--- src/rtl/pwm_leg_deadtime.sv ---
// Half-bridge PWM leg: double-buffered duty compare against a triangle carrier
// with programmable dead time between complementary gates.
module pwm_leg_deadtime #(
   parameter int WIDTH       = 16,
   parameter bit UPDATE_MODE = 1'b0
) (
   input  logic             clk,
   input  logic             rst_n,
   input  logic             enable,
   input  logic [WIDTH-1:0] carrier,
   input  logic [WIDTH-1:0] carrier_max,
   input  logic [WIDTH-1:0] duty,
   input  logic             duty_wr,
   input  logic [7:0]       deadtime,
   output logic             gate_hi,
   output logic             gate_lo,
   output logic [WIDTH-1:0] duty_active,
   output logic             pending_valid,
   output logic             evt_peak,
   output logic             evt_valley
);

   typedef enum logic [2:0] {
      OFF,
      DT_HI,
      HI_ON,
      DT_LO,
      LO_ON
   } state_t;

   state_t           state;
   logic [7:0]       dt_cnt;
   logic [WIDTH-1:0] carrier_q;
   logic [WIDTH-1:0] pending;
   logic             raw_q;
   logic             load;

   // Events fire only on the first clock of a dwell at an extreme.
   always_ff @(posedge clk or negedge rst_n) begin
      if (!rst_n) begin
         carrier_q  <= '0;
         evt_peak   <= 1'b0;
         evt_valley <= 1'b0;
      end else begin
         carrier_q  <= carrier;
         evt_peak   <= (carrier == carrier_max) && (carrier_q != carrier_max);
         evt_valley <= (carrier == '0) && (carrier_q != '0);
      end
   end

   assign load = pending_valid &&
                 (evt_valley || (UPDATE_MODE && evt_peak));

   // A write coinciding with a load re-arms pending after the old value moves.
   always_ff @(posedge clk or negedge rst_n) begin
      if (!rst_n) begin
         pending       <= '0;
         pending_valid <= 1'b0;
         duty_active   <= '0;
         raw_q         <= 1'b0;
      end else begin
         if (load) begin
            duty_active   <= pending;
            pending_valid <= 1'b0;
         end
         if (duty_wr) begin
            pending       <= duty;
            pending_valid <= 1'b1;
         end
         raw_q <= carrier < duty_active;
      end
   end

   always_ff @(posedge clk or negedge rst_n) begin
      if (!rst_n) begin
         state   <= OFF;
         dt_cnt  <= 8'd0;
         gate_hi <= 1'b0;
         gate_lo <= 1'b0;
      end else begin
         gate_hi <= 1'b0;
         gate_lo <= 1'b0;
         if (!enable) begin
            state <= OFF;
         end else begin
            unique case (state)
               OFF: begin
                  state  <= raw_q ? DT_HI : DT_LO;
                  dt_cnt <= deadtime;
               end
               DT_HI: begin
                  if (!raw_q) begin
                     state  <= DT_LO;
                     dt_cnt <= deadtime;
                  end else if (dt_cnt != 8'd0) begin
                     dt_cnt <= dt_cnt - 8'd1;
                  end else begin
                     state   <= HI_ON;
                     gate_hi <= 1'b1;
                  end
               end
               HI_ON: begin
                  if (!raw_q) begin
                     state  <= DT_LO;
                     dt_cnt <= deadtime;
                  end else begin
                     gate_hi <= 1'b1;
                  end
               end
               DT_LO: begin
                  if (raw_q) begin
                     state  <= DT_HI;
                     dt_cnt <= deadtime;
                  end else if (dt_cnt != 8'd0) begin
                     dt_cnt <= dt_cnt - 8'd1;
                  end else begin
                     state   <= LO_ON;
                     gate_lo <= 1'b1;
                  end
               end
               LO_ON: begin
                  if (raw_q) begin
                     state  <= DT_HI;
                     dt_cnt <= deadtime;
                  end else begin
                     gate_lo <= 1'b1;
                  end
               end
               default: state <= OFF;
            endcase
         end
      end
   end

endmodule

--- config.mk ---
export PLATFORM = sky130hd
export DESIGN_NAME = pwm_leg_deadtime
export DESIGN_NICKNAME = d
export VERILOG_FILES = /design/src/rtl/pwm_leg_deadtime.sv
export SDC_FILE = /design/constraint.sdc
export NUM_CORES = 1
export LEC_CHECK = 0
export BUFFER_PORTS_ARGS = -buffer_cell sky130_fd_sc_hd__buf_2
export CAP_MARGIN = 0
export CORE_MARGIN = 2
export CORE_UTILIZATION = 48
export DETAILED_ROUTE_END_ITERATION = 12
export PLACE_DENSITY = 0.74
export SLEW_MARGIN = 10
export SYNTH_ARGS = -nofsm -noshare
export SYNTH_HDL_FRONTEND = slang
export SYNTH_SLANG_ARGS = --single-unit
--- constraint.sdc ---
create_clock -name clk -period 1.77 [get_ports clk]
set_input_delay 0 -clock clk [delete_from_list [all_inputs] [get_ports clk]]
set_output_delay 0 -clock clk [all_outputs]
set_load 0.05 [all_outputs]
==> results.txt, run 1 <==
Row count: 30
Final WL: 7.772 mm
Total Negative Setup Slacks: 0 ps
Antenna diode count: 0
Port bufs: 80
Peak supply drop: 0.0005494 V
Synth Warn #: 0
Post-DP HPWL: 5.325 mm
Die Y: 86.97 µm
Fmax: 0.5963 GHz
CTS sink count: 65
Post-synthesis compound-gate area fraction: 9.201%
Max-cap violations: 0
Worst Setup Start Kind: flop
Die W: 86.97 µm
PwrDens: 813.1 nW/µm²
Post-layout nets: 492
Htree depth: 3
Initial antenna violation count: 0
Outcome: completed
# fillers: 498
Via count: 2,646
Post-place setup slack: 27.36 ps
Min-delay worst type: in2reg
Die area: 7564 µm²
Slew HR: 74.10%
Clock slew at reported path FFs: 80 ps
CP Data Required Time: 1990 ps
Arr. time, crit path: 1890 ps
Total global routing overflow: 0
Final Setup Violations: 0
Clk_lat worst skew: 330 ps
Pwr Total: 3.648 mW
Slew @ Worst Pin: 388.5 ps
Post-synthesis mux area share: 11.51%
Post-DP Area: 3826 µm²
Core area: 6719 µm²
Root Driver: clkbuf_8
CP Capture Type: flop
Seq/Total Area, Yosys: 49.22%
Vias per Instance: 5.281
Worst clock skew: 8.744 ps
CP peak stage delay: 410 ps
Design area: 4487 µm²
Post-synth cell types: 47
Gr usage total: 21.72%
Syn Nets: 357
Largest family of logic cells by synthesized area: multiplexers
Leak: 2.074 nW
Hold Vio Cnt, Final: 0
EDFF count, synth: 0
Vias in the first global route: 2,727
Post-Syn Area: 3304 µm²
Largest area contributor in the netlist: dfrtp_1
Worst R2R Path Depth: 7
I/O pin cnt: 81
Pin count of the biggest net entering global routing: 66
DR pass1 iterations: 4
TritonCTS clock tree: yes
Post-synth ARST share: 100.0%
Antenna viol nets, final: 0
First-pass GRT wire length: 12.58 mm
Yosys top cell area share: 49.22%
Cells along the critical path: inv_1, ha_1, nor3b_4, and3_4, nor2_4, nor2_2, o221a_2
Routed wire length per instance: 15.51 µm
Slew Viols, Final: 0
Synth Area in Adders: 6.058%
Period Utilization, post-route: 94.75%
Minimum period implied by the final worst setup slack: 1677 ps
Count of state elements after synthesis: 65
Layout cell share with drive strength beyond 1: 36.10%
Synth top area cells: dfrtp_1 (49%), mux2_2 (11%), ha_1 (6.1%)
RSZ-0062 raised after global routing: no
Crit-path slowest cell: dfrtp_2
Ys flop type: dfrtp_1
Post-synthesis simple-gate area fraction: 11.21%
GPL Wtd Cong: 0.8062
Post-Synth XOR/XNOR Area: 8.747%
Initial Util: 49.18%
Initial DRC Count: 97
Hold-critical path depth: 5
Clock Tree Buf Depth: 2
Synth Instances: 281
Total CTS buffers: 9
Critical path fanouts, max: 8
Final worst slack: 92.87 ps
Syn-to-layout area delta: 35.78%
Mean Syn Cell Area: 11.76 µm²
Crit path kind: reg2reg
Post-route DRC: 0
[flip-flops by register name, summed over array words and instances (netlist names)]
register,flops
carrier_q,16
dt_cnt,8
duty_active,16
evt_peak,1
evt_valley,1
gate_hi,1
gate_lo,1
pending,16
pending_valid,1
raw_q,1
state,3
[Yosys cell counts (2+ instances only)]
cell       count
o22ai_1        2
a22oi_1        4
nor3_1         4
buf_6          2
mux2i_1        2
a211oi_1       2
ha_1          16
nor3b_1        2
nand4_1        8
xnor2_1       16
xor2_1        17
mux2_2        32
dfrtp_1       65
a21oi_1       12
nor2_1        10
o21ai_1        2
o21ai_0        7
inv_1         22
a21o_1         3
nand2_1        7
nand2b_1       2
o2bb2ai_1      3
buf_2          5
nor4_1        13
[through the flow]
| stage | instances | hold WS (ps) | util (%) |
|---|---|---|---|
| 2_1_floorplan | 281 | -295.6 | - |
| 3_3_place_gp | 441 | 43.37 | 56.95 |
| 3_5_place_dp | 441 | 45.95 | 56.95 |
| 4_1_cts | 499 | 57.28 | 66.15 |
| 5_1_grt | 501 | 89.82 | 66.78 |
| 6_report | 501 | 67.48 | 66.78 |
[power by group]
part           total, mW  internal, mW  switching [mW]
logic              0.718         0.368           0.350
registers           1.69          1.59          0.0976
clock network       1.24         0.684           0.555
total               3.65          2.65            1.00
[cells in the final DEF, fill, tap and decap left out, types with 8 or more instances in the layout]
cell	synthesis	final
nor2_1	10	10
nand4_1	8	8
dlygate4sd3_1	0	42
nor4_1	13	13
a21oi_1	12	12
buf_2	5	80
buf_4	0	9
mux2_2	32	32
ha_1	16	16
xnor2_1	16	16
xor2_1	17	17
inv_1	22	22
dfrtp_1	65	64
clkbuf_8	0	10
[kinds of logic (layout without fill, tap and decap cells)]
| kind of cell | after synthesis | after routing |
|---|---|---|
| XOR/XNOR | 33 | 33 |
| buffers and inverters | 30 | 170 |
| adder cells (fa/ha/maj) | 16 | 16 |
| flip-flops | 65 | 65 |
| multiplexers | 34 | 34 |
| AO/OA/AOI/OAI | 45 | 45 |
| AND/OR/NAND/NOR | 58 | 58 |
[per-layer routing]
metal	track usage [%]	routed length (µm)	vias up
li1	-	-	1281
met1	27.21	3405	1270
met2	35.81	3839	73
met3	4.171	289	22
met4	10.94	238	0
met5	0	0	-
[final cells by class]
cell class	instances	area [µm²]	share of cell area, %
inverters	22	82.58	1.840
flip-flops and latches	65	1628	36.28
repair buffers	132	908.4	20.25
clock buffers	11	141.4	3.151
multi-input cells	186	1572	35.03
well taps	80	100.1	2.231
clock inverters	5	55.05	1.227
[worst max-delay path, delay by kind of cell (launching register included)]
kind	cells	cell delay (ps)
AO/OA/AOI/OAI	1	230
flip-flops	1	410
adder cells (fa/ha/maj)	1	200
AND/OR/NAND/NOR	4	670
buffers and inverters	1	50
[final timing paths]
kind	start	end	slack (ps)
max in group asynchronous	rst_n	dt_cnt[1]	1250
max	dt_cnt[1]	state[1]	90
min	carrier_max[14]	evt_peak	70
min in group asynchronous	rst_n	duty_active[14]	210
max reg2reg	dt_cnt[1]	state[1]	90
min reg2reg	pending[7]	duty_active[7]	500
[repair_timing]
action / CTS / global route
pin swaps: 0 / 5
hold buffers: 42 / 0
hold endpoints to repair: 110 / 0
setup buffers: 0 / 2
setup endpoints to repair: 1 / 9
resized for setup: 1 / 5
No activity file was read; power rests on OpenSTA's default activity.
==> inputs of run 2 (changes only) <==
- CORE_UTILIZATION: 48 -> 51
- PLACE_DENSITY: 0.74 -> 0.75
- clock period: 1.77 -> 2.1 ns (I/O delays scaled with it)
==> results.txt, run 2 (synthesized netlist as in run 1, its figures left out) <==
Outcome: completed
RR Startpoint: dt_cnt[0]
Initial DRC Count: 75 (-23%)
Peak supply drop: 0.0005365 V (-2.4%)
Via count: 2,600 (-1.7%)
Critical path fanouts, max: 8 (unchanged)
PwrDens: 657.5 nW/µm² (-19%)
Cells after DPL: 432 (-2.0%)
Layout cell share with drive strength beyond 1: 33.66% (-2.4 points)
Vias per Instance: 5.306 (+0.47%)
Die Y: 84.50 µm (-2.8%)
Design area: 4342 µm² (-3.2%)
Syn-to-layout area delta: 31.39%
Leak: 2.020 nW (-2.6%)
Hold Vio Cnt, Final: 0 (unchanged)
Antenna viol nets, final: 0 (unchanged)
Initial antenna violation count: 0 (unchanged)
Hold_sp: carrier_max[3]
Routed wire length per instance: 15.57 µm (+0.34%)
CP Capture Type: flop
RSZ-0062 raised after global routing: no
First-pass GRT wire length: 12.55 mm (-0.21%)
Worst Setup Start Kind: flop
DR pass1 iterations: 4 (unchanged)
Clk_lat worst skew: 330 ps (about the same)
Period Utilization, post-route: 90.82% (-3.9 points)
Initial Util: 52.34% (+3.2 points)
GPL Wtd Cong: 0.8901 (+10%)
Max-cap violations: 0 (unchanged)
Slew Viols, Final: 0 (unchanged)
Root Driver: clkbuf_8
Crit path kind: reg2reg
Most frequent cells in the layout: buf_2 (80), dfrtp_1 (65), dlygate4sd3_1 (42)
Core area: 6314 µm² (-6.0%)
Final WL: 7.627 mm (-1.9%)
Total CTS buffers: 9 (unchanged)
Post-DP Area: 3765 µm² (-1.6%)
Clock Tree Buf Depth: 2 (unchanged)
Htree depth: 3 (unchanged)
Post-layout nets: 484 (-1.6%)
Die area: 7139 µm² (-5.6%)
Port bufs: 80 (unchanged)
Pin count of the biggest net entering global routing: 34 (-48%)
Final Setup Violations: 0 (unchanged)
Worst clock skew: 8.592 ps (-0.1517 ps)
Slew HR: 55.52% (-19 points)
Die W: 84.50 µm (-2.8%)
Slew @ Worst Pin: 665.7 ps (+277.2 ps)
CP Data Required Time: 2300 ps (+310 ps)
Crit path from: dt_cnt[0]
Antenna diode count: 0 (unchanged)
Post-DP HPWL: 5.260 mm (-1.2%)
Post-CTS Setup Inserts: 0 (unchanged)
TritonCTS clock tree: yes
Post-route DRC: 0 (unchanged)
Arr. time, crit path: 2110 ps (+220 ps)
Fmax: 0.5243 GHz (-12%)
Row count: 29 (-3.3%)
CTS sink count: 65 (unchanged)
Total Negative Setup Slacks: 0 ps (unchanged)
Most common cell after layout, fill and taps aside: buf_2
I/O pin cnt: 81 (unchanged)
Minimum period implied by the final worst setup slack: 1907 ps (+230.1 ps)
Clock slew at reported path FFs: 70 ps (about the same)
WL met2: 3.868 mm (+0.76%)
Total global routing overflow: 0 (unchanged)
Met1 WL: 3.288 mm (-3.4%)
Gr usage total: 22.33% (+0.62 points)
Min-delay worst type: in2reg
Final Non-Filler Cells: 490 (-2.2%)
Vias in the first global route: 2,699 (-1.0%)
Max layer used: met4
# fillers: 476 (-4.4%)
Largest regs: carrier_q (16), duty_active (16), pending (16)
Metal3 WL: 290 µm (+0.35%)
[run 2: final timing paths]
path	end	slack (ps)	cells after the start
min in group asynchronous	carrier_q[3]	240	3
hold reg to reg	duty_active[1]	500	1
max in group asynchronous	pending[14]	1550	3
hold / removal	evt_peak	80	5
setup / recovery	dt_cnt[4]	190	7
setup reg to reg	dt_cnt[4]	190	7
[run 2: through the flow]
| stage | utilization [%] | worst slack (ps) | power (mW) | hold WS (ps) |
|---|---|---|---|---|
| after floorplan | - | 409.1 | 1.751 | -295.6 |
| after global placement | 59.63 | 227.3 | 1.906 | 60.72 |
| after detailed placement | 59.63 | 162.5 | 1.924 | 58.27 |
| after CTS | 68.75 | 149.1 | 2.869 | 66.29 |
| after global routing | 68.77 | 70.16 | 2.994 | 114.0 |
| final | 68.77 | 192.8 | 2.855 | 81.55 |
[run 2: repair_timing]
| action | CTS | global route |
|---|---|---|
| endpoints found under the hold margin | 110 | 0 |
| resized for setup | 0 | 1 |
| hold buffers | 42 | 0 |
| setup endpoints to repair | 0 | 1 |
[run 2: metal layers]
layer	vias to the layer above	GRT usage, %
li1	1267	-
met1	1252	27.77
met2	65	37.51
met3	16	4.818
met4	0	9.812
met5	-	0
[run 2: final cells by class]
type | instances | area, µm² | share of cell area (%)
Sequential cell | 65 | 1627 | 37.46
Tap cell | 77 | 96.34 | 2.219
Timing Repair Buffer | 124 | 835.8 | 19.25
Inverter | 22 | 82.58 | 1.902
Multi-Input combinational cell | 186 | 1545 | 35.59
Clock inverter | 4 | 20.02 | 0.4611
Clock buffer | 12 | 135.1 | 3.112
[run 2: where the power goes]
group / leakage [nW] / internal (mW) / switching, mW / total [mW]
registers: 0.811 / 1.34 / 0.0971 / 1.44
clock network: 0.0839 / 0.422 / 0.466 / 0.888
logic: 1.13 / 0.270 / 0.258 / 0.528
[run 2: worst max-delay path, stage by stage (launching register included)]
cell and delay, ps:
dfrtp_1 430, inv_1 90, ha_1 200, nor3b_4 340, and3_2 340, nor2_4 90, a32oi_1 210, o21ai_1 80
